<file path="src/rtl/memsys_if.sv">
// memsys_if: fetch and load/store handshake bundle for memsys; d_byte exists only with MEMSYS_BYTE_EN
interface memsys_if #(
    parameter int DATA_W = 32,
    parameter int ADDR_W = 32
);
    logic              i_req;
    logic [ADDR_W-1:0] i_addr;
    logic [DATA_W-1:0] i_rdata;
    logic              i_valid;
    logic              d_req;
    logic              d_we;
    logic [ADDR_W-1:0] d_addr;
    logic [DATA_W-1:0] d_wdata;
    logic [DATA_W-1:0] d_rdata;
    logic              d_valid;
`ifdef MEMSYS_BYTE_EN
    logic              d_byte;
`endif

    modport master (
`ifdef MEMSYS_BYTE_EN
        output d_byte,
`endif
        output i_req, i_addr, d_req, d_we, d_addr, d_wdata,
        input  i_rdata, i_valid, d_rdata, d_valid
    );

    modport slave (
`ifdef MEMSYS_BYTE_EN
        input  d_byte,
`endif
        input  i_req, i_addr, d_req, d_we, d_addr, d_wdata,
        output i_rdata, i_valid, d_rdata, d_valid
    );
endinterface

</file>
<file path="src/rtl/memsys.sv">
// memsys: shared single-port RAM with round-robin fetch/data arbitration; MEMSYS_BYTE_EN adds byte loads/stores
module memsys #(
    parameter int DATA_W = 32,
    parameter int ADDR_W = 32,
    parameter int DEPTH  = 64,
    parameter int WAIT   = 1
) (
    input logic clk,
    input logic reset,
    memsys_if.slave bus
);
    localparam int IW = $clog2(DEPTH);

    typedef enum logic [1:0] {IDLE, BUSY, RESP} state_t;

    state_t            state;
    logic [3:0]        cnt;
    logic              sel_d;
    logic              prefer_d;
    logic              we;
    logic [IW-1:0]     idx;
    logic [DATA_W-1:0] wdata;
    logic [DATA_W-1:0] rd_word;
    logic [DATA_W-1:0] wr_word;
    logic [DATA_W-1:0] rd_data;
    logic              win_d;
    logic              access;
    logic              unused_bits;
    logic [DATA_W-1:0] mem [DEPTH];

    assign win_d   = bus.d_req && (!bus.i_req || prefer_d);
    assign access  = state == BUSY && cnt == 4'd0;
    assign rd_word = mem[idx];
    assign unused_bits = ^{bus.i_addr[ADDR_W-1:IW+2], bus.i_addr[1:0], bus.d_addr[ADDR_W-1:IW+2], bus.d_addr[1:0]};

`ifdef MEMSYS_BYTE_EN
    logic              byte_acc;
    logic [1:0]        lane;
    logic [DATA_W-1:0] lane_mask;

    assign lane_mask = DATA_W'(8'hFF) << {lane, 3'b000};
    assign wr_word   = byte_acc ? (rd_word & ~lane_mask) | (DATA_W'(wdata[7:0]) << {lane, 3'b000}) : wdata;
    assign rd_data   = byte_acc ? DATA_W'(8'(rd_word >> {lane, 3'b000})) : rd_word;
`else
    assign wr_word = wdata;
    assign rd_data = rd_word;
`endif

    always_ff @(posedge clk or negedge reset)
        if (!reset) begin
            state       <= IDLE;
            cnt         <= 4'd0;
            sel_d       <= 1'b0;
            prefer_d    <= 1'b1;
            we          <= 1'b0;
            idx         <= '0;
            wdata       <= '0;
            bus.i_valid <= 1'b0;
            bus.d_valid <= 1'b0;
            bus.i_rdata <= '0;
            bus.d_rdata <= '0;
`ifdef MEMSYS_BYTE_EN
            byte_acc    <= 1'b0;
            lane        <= 2'd0;
`endif
        end else begin
            bus.i_valid <= 1'b0;
            bus.d_valid <= 1'b0;
            if (state == IDLE && (bus.i_req || bus.d_req)) begin
                sel_d    <= win_d;
                prefer_d <= !win_d;
                we       <= win_d && bus.d_we;
                idx      <= win_d ? bus.d_addr[IW+1:2] : bus.i_addr[IW+1:2];
                wdata    <= bus.d_wdata;
`ifdef MEMSYS_BYTE_EN
                byte_acc <= win_d && bus.d_byte;
                lane     <= bus.d_addr[1:0];
`endif
                cnt      <= 4'(WAIT);
                state    <= BUSY;
            end else if (state == BUSY) begin
                if (cnt != 4'd0)
                    cnt <= cnt - 4'd1;
                else begin
                    state       <= RESP;
                    bus.i_valid <= !sel_d;
                    bus.d_valid <= sel_d;
                    if (sel_d && !we)
                        bus.d_rdata <= rd_data;
                    if (!sel_d)
                        bus.i_rdata <= rd_word;
                end
            end else if (state == RESP)
                state <= IDLE;
        end

    // an access aborted by reset never reaches BUSY with cnt==0, so it cannot write
    always_ff @(posedge clk)
        if (access && we)
            mem[idx] <= wr_word;
endmodule

</file>
<file path="src/flat_wrapper.sv">
// flat-port wrapper written by rule: the top's interface ports become plain ports
module memsys_flat 
#(
    parameter int DATA_W = 32,
    parameter int ADDR_W = 32,
    parameter int DEPTH  = 64,
    parameter int WAIT   = 1
)
  (clk, reset, bus_i_req, bus_i_addr, bus_d_req, bus_d_we, bus_d_addr, bus_d_wdata, bus_i_rdata, bus_i_valid, bus_d_rdata, bus_d_valid);
  memsys_if #(.DATA_W(DATA_W), .ADDR_W(ADDR_W)) bus_i ();
  input logic clk;
  input logic reset;
  input wire logic [$bits(bus_i.i_req)-1:0] bus_i_req;
  input wire logic [$bits(bus_i.i_addr)-1:0] bus_i_addr;
  input wire logic [$bits(bus_i.d_req)-1:0] bus_d_req;
  input wire logic [$bits(bus_i.d_we)-1:0] bus_d_we;
  input wire logic [$bits(bus_i.d_addr)-1:0] bus_d_addr;
  input wire logic [$bits(bus_i.d_wdata)-1:0] bus_d_wdata;
  output wire logic [$bits(bus_i.i_rdata)-1:0] bus_i_rdata;
  output wire logic [$bits(bus_i.i_valid)-1:0] bus_i_valid;
  output wire logic [$bits(bus_i.d_rdata)-1:0] bus_d_rdata;
  output wire logic [$bits(bus_i.d_valid)-1:0] bus_d_valid;
  assign bus_i.i_req = bus_i_req;
  assign bus_i.i_addr = bus_i_addr;
  assign bus_i.d_req = bus_d_req;
  assign bus_i.d_we = bus_d_we;
  assign bus_i.d_addr = bus_d_addr;
  assign bus_i.d_wdata = bus_d_wdata;
  assign bus_i_rdata = bus_i.i_rdata;
  assign bus_i_valid = bus_i.i_valid;
  assign bus_d_rdata = bus_i.d_rdata;
  assign bus_d_valid = bus_i.d_valid;
  memsys #(.DATA_W(DATA_W), .ADDR_W(ADDR_W), .DEPTH(DEPTH), .WAIT(WAIT)) u_core (.clk(clk), .reset(reset), .bus(bus_i));
endmodule
</file>
<file path="config.mk">
export PLATFORM = sky130hd
export DESIGN_NAME = memsys_flat
export DESIGN_NICKNAME = d
export VERILOG_FILES = /design/src/rtl/memsys_if.sv /design/src/rtl/memsys.sv /design/src/flat_wrapper.sv
export SDC_FILE = /design/constraint.sdc
export NUM_CORES = 2
export LEC_CHECK = 0
export CAP_MARGIN = 25
export CORE_ASPECT_RATIO = 1.2
export CORE_UTILIZATION = 39
export DETAILED_ROUTE_END_ITERATION = 10
export GPL_TIMING_DRIVEN = 0
export MAX_ROUTING_LAYER = met4
export PLACE_DENSITY = 0.59
export SYNTH_ARGS = -nofsm -noshare
export SYNTH_HDL_FRONTEND = slang
export SYNTH_SLANG_ARGS = --single-unit
</file>
<file path="constraint.sdc">
create_clock -name clk -period 3.1 [get_ports clk]
set_clock_uncertainty 0.05 [all_clocks]
set_input_delay 0.31 -clock clk [delete_from_list [all_inputs] [get_ports clk]]
set_output_delay 0.31 -clock clk [all_outputs]
set_load 0.005 [all_outputs]
</file>
Word-level counts from Yosys, hierarchy flattened
Memories as Yosys holds them, arrays and structs flattened. Index checks and enable logic that the tools add are counted.

Logic and storage cells: 57. Register bits after elaboration: 113. Input port bits: 101. Output and inout port bits: 66. Memory bits (writable): 2048. Memories kept: 1.

Equality and inequality tests: 3. Multiplexer cells: 16. Reductions and logical operators: 22. Bitwise operators: 3. Add/subtract/negate cells: 1.

Memories: u_core.mem (depth 64, bits a word 32, read ports 1, clocked after memory_dff 0, write ports 1, RTL line memsys.sv:29) `logic [DATA_W-1:0] mem [DEPTH];`.

Operators by type and width (number): $mux W4 (3); $mux W1 (8); $mux W2 (4); $reduce_and A4 Y1 (2); $logic_and A1 B1 Y1 (6); $mux W6 (1); $logic_not A1 Y1 (4); $logic_not A4 Y1 (1); $reduce_and A2 Y1 (2); $reduce_bool A2 Y1 (2); $reduce_bool A4 Y1 (1); $sub A4 B1 Y4 const B (1); $ne A3 B2 Y1 const B (1); $not A1 Y1 (3); $reduce_bool A3 Y1 (1); $eq A2 B1 Y1 const B (1); $eq A2 B2 Y1 const B (1); $logic_not A2 Y1 (1); $logic_or A1 B1 Y1 (2).

Depth between registers and ports, before layout
Depth in word-level cells: 5. Depth in mapped cells: 9. Gate-level depth less buffers: 7.

Least setup slack after synthesis
No wires, ideal clock.

Path kind: reg2reg. Start point: register u_core.idx[0]. End point: memory u_core.mem[16][0] (enable). Data required time: 2.629 ns. Clock period less this slack: 3.302 ns. Path slack: -0.202 ns. Arrival: 2.830 ns. Stages on the path, launching flop included: 8. Cells stage by stage: dfrtp_1 > buf_4 > buf_8 > buf_4 > buf_4 > nor3b_2 > nand2_1 > nor2_1.

RTL lines: start, declared (RTL line memsys.sv:21) `logic [IW-1:0] idx;`; start signal, assigned (RTL line memsys.sv:73) `idx <= win_d ? bus.d_addr[IW+1:2] : bus.i_addr[IW+1:2];`; end, declared (RTL line memsys.sv:29).

No word-level cell before the write port.

Worst setup path after layout
Start point: register u_core.idx[2]. End point: register u_core.bus.d_rdata[22].

Cells in the longest elaborated chain, start to end: 1.

RTL lines: $mem_v2 Z64 W32; end signal, assigned (RTL line memsys.sv:89) `bus.d_rdata <= rd_data;`; end, declared (RTL line memsys_if.sv:33) `output i_rdata, i_valid, d_rdata, d_valid`.

No other way between the ends. A chain may end at the register's enable or synchronous reset.

==> flow_summary.yaml <==
sta:
  max_freq_ghz: 0.313
  fin_crit_ns: 3.19
  finalHoldViolCount: 0
  drv_slew: 0
  fin_ws_ns: -0.0900
  setup_tns_ns: -0.368
  setup_viol: 8
  max-slew-margin-rel: 0.247
  tightest_slew_ns: 1.13
  post-route-period-util: 1.03
cts:
  cts.sinks: 2161
  path_clk_slew_ns: 0.06
  insertion_delay_ns: 0.86
  root_buffer: "clkbuf_16"
  cts_tree: "done"
  cts_buffers: 206
  ctsHtreeMaxLevel: 4
  cts.path.max_buffers: 3
placement:
  pre_cts_ws_ns: -1.71
  placed_cell_area_um2: 91400
  hpwl_um: 177000
  gp_congestion: 0.864
  port_buffers: 114
  dp_cells: 7832
hold_path:
  hp-class: "in -> reg"
power_and_ir_drop:
  p_switching_mw: 11.1
  seq_power_share: 0.552
  comb_power_share: 0.003
  pwr-share-clk: 0.445
  p_int_mw: 45.9
  peakVddDrop_v: 0.000470
  pwr_density_cell_nw_per_um2: 568
  switching_share: 0.194
  power_leakage_nw: 26.5
setup_path:
  arrival_ns: 3.84
  worst-path-max-fanout: 10
  crit_path_top_delay_cell: "dfrtp_2"
  crit_chain: "and2_1, buf_2, buf_4, buf_2, a22oi_1, nand3_1, and4_1, a31oi_1"
  worst_setup_path_start_kind: "flip-flop"
  critPathKind: "reg -> reg"
  cp-end-kind: "flip-flop"
  critPathMaxStageDelay_ns: 0.53
  required_ns: 3.75
  crit_path_frequent_cell: "buf_2"
yosys:
  syn_area_um2: 84200
  yosys_warnings: 0
  synthFlopType: "edfxtp_1"
  synth_edf_count: 2048
  synth.largest_area_cell: "edfxtp_1"
  synthMuxAreaShare: 0.122
  synth-simple-area-share: 0.0417
  syn_nets: 4907
  synth_top_family_by_area: "multiplexers"
  synth_fa_ha_area_frac: 0.000446
  ys_seq_area_frac: 0.764
  ys_ff_latch: 2161
  ys_types: 43
  synth_xor_area_frac: 0.000312
  syn_area_per_cell_um2: 17.5
  synth_top_area_frac: 0.731
  ys_async_sr_fraction: 0.0523
  netlist_instances: 4803
  synth.area.top_cells: "edfxtp_1 73%, mux2i_1 12%, a22oi_1 3.4%"
  synth-compound-area-share: 0.0498
floorplan:
  pin_count: 167
  rows: 186
  die_width_um: 426
  die_y_um: 511
  core_um2: 214000
  start_util: 0.393
  dieArea_um2: 218000
drt:
  wirelength_um: 259000
  drt_iter0_drc: 5202
  wl_per_cell_um: 30.9
  drc: 0
  num_vias: 47035
  detail_route.first_pass.iterations: 6
  via_per_inst: 5.60
  ant_nets: 0
grt:
  overflow: 0
  grt_max_degree: 83
  grt_use_total: 0.241
  grt_pass1_vias: 46248
  gr-max-usage-layer: "met2"
  grt_pass1_wl_um: 356000
  grt_antenna_before_repair: 17
  gr-usage-met3: 0.0349
  use_met1: 0.280
  met2_usage: 0.401
run_status:
  status: "finished with violations"
  violations: "negative setup slack"
layout:
  final_cells: 8392
  fillers: 17882
  ff_latch_area_um2: 64400
  drive_gt1_frac: 0.165
  most-common-layout-cells: "2,048 x edfxtp_1, 1,024 x mux2i_1, 384 x a22oi_1"
  final_nets: 5463
  area_growth_pct: 19.1
  final_common_cell: "edfxtp_1"
  multi_input_area_um2: 18600
  final_area_um2: 100000
  fin_util: 0.468
flow_run:
  cap_viol_max_count: 0
==> power groups by stage <==
stage / Combinational (mW) / Sequential (mW) / Clock [mW]
final: 0.148 / 31.5 / 25.4
after global routing: 0.157 / 31.4 / 26.7
after floorplan: 0.000560 / 32.1 / 0
after detailed placement: 0.104 / 32.1 / 0
after CTS: 0.147 / 31.5 / 25.6
after global placement: 0.0988 / 32.1 / 0
==> cell usage after synthesis, drive strengths merged (2+ instances only) <==
master,n
mux2i,1024
a222oi,6
and4,65
nor3,3
xnor2,3
nor3b,2
nor2b,2
nand3b,2
buf,206
a31oi,65
nand3,257
edfxtp,2048
dfrtp,112
clkbuf,81
ha,3
and2,2
inv,12
a22oi,384
nand2,243
or3b,2
a21o,2
a21oi,131
nor2,139
==> layout make-up <==
type,count,share of cell area
Multi-Input combinational cell,2343,0.186
Antenna cell,34,0.000849
Buffer,286,0.0185
Timing Repair Buffer,349,0.0492
Inverter,12,0.000449
Sequential cell,2161,0.642
Clock buffer,269,0.0560
Clock inverter,118,0.0115
Tap cell,2820,0.0352
==> worst paths after layout <==
| check | startpoint | to | slack [ns] | cells after the start |
|---|---|---|---|---|
| min reg2reg | u_core.sel_d$_DFFE_PN0P_ | u_core.sel_d$_DFFE_PN0P_ | 0.47 | 1 |
| max in group asynchronous | reset | u_core.bus.d_rdata[25]$_DFFE_PN0P_ | 1.93 | 4 |
| min in group asynchronous | reset | u_core.wdata[0]$_DFFE_PN0P_ | 0.52 | 4 |
| max reg2reg | u_core.idx[2]$_DFFE_PN0P_ | u_core.bus.d_rdata[22]$_DFFE_PN0P_ | -0.09 | 8 |
| min | bus_d_addr[7] | u_core.idx[5]$_DFFE_PN0P_ | 0.07 | 3 |
| max | u_core.idx[2]$_DFFE_PN0P_ | u_core.bus.d_rdata[22]$_DFFE_PN0P_ | -0.09 | 8 |
==> sequential cells by signal, summed over array words and instances, names as in the netlist <==
| register | cells |
|---|---|
| u_core.state | 2 |
| u_core.bus.i_valid | 1 |
| u_core.sel_d | 1 |
| u_core.cnt | 4 |
| u_core.mem | 2048 |
| u_core.wdata | 32 |
| u_core.bus.d_valid | 1 |
| u_core.we | 1 |
| u_core.idx | 6 |
| u_core.bus.d_rdata | 32 |
| u_core.prefer_d | 1 |
| u_core.bus.i_rdata | 32 |
==> routing by layer <==
layer | wire length [um] | part of all wire
met5 | 0 | 0
met2 | 130000 | 0.50
met1 | 96900 | 0.37
met3 | 14700 | 0.057
met4 | 17600 | 0.068
==> logic make-up (layout without fill, tap and decap cells) <==
logic type	Yosys count	after routing
multiplexers	1024	1024
other	0	34
buffers and inverters	299	1034
XOR/XNOR	3	3
flip-flops	2161	2161
AND/OR/NAND/NOR	722	722
adder cells (fa/ha/maj)	3	3
AO/OA/AOI/OAI	591	591
==> worst max-delay path: cells and delay by family (launching register included) <==
family          cells  cell delay [ns]
buf+inv             3             1.12
simple gates        3             1.03
flops               1             0.53
compound gates      2             0.27
==> repair_timing <==
item	4_1_cts	5_1_grt
gates cloned	0	0
hold buffers	41	0
buffers inserted	94	4
setup endpoints to repair	2112	711
resized for setup	69	10
pin swaps	56	2
endpoints found under the hold margin	149	0
==> through the flow <==
step	hold WS [ns]	power (mW)
2_1_floorplan	-0.0356	32.1
3_3_place_gp	0.436	32.2
3_5_place_dp	0.168	32.2
4_1_cts	0.0142	57.2
5_1_grt	0.0393	58.3
6_report	0.0661	57.0
Power figures use the tool's default switching activity.
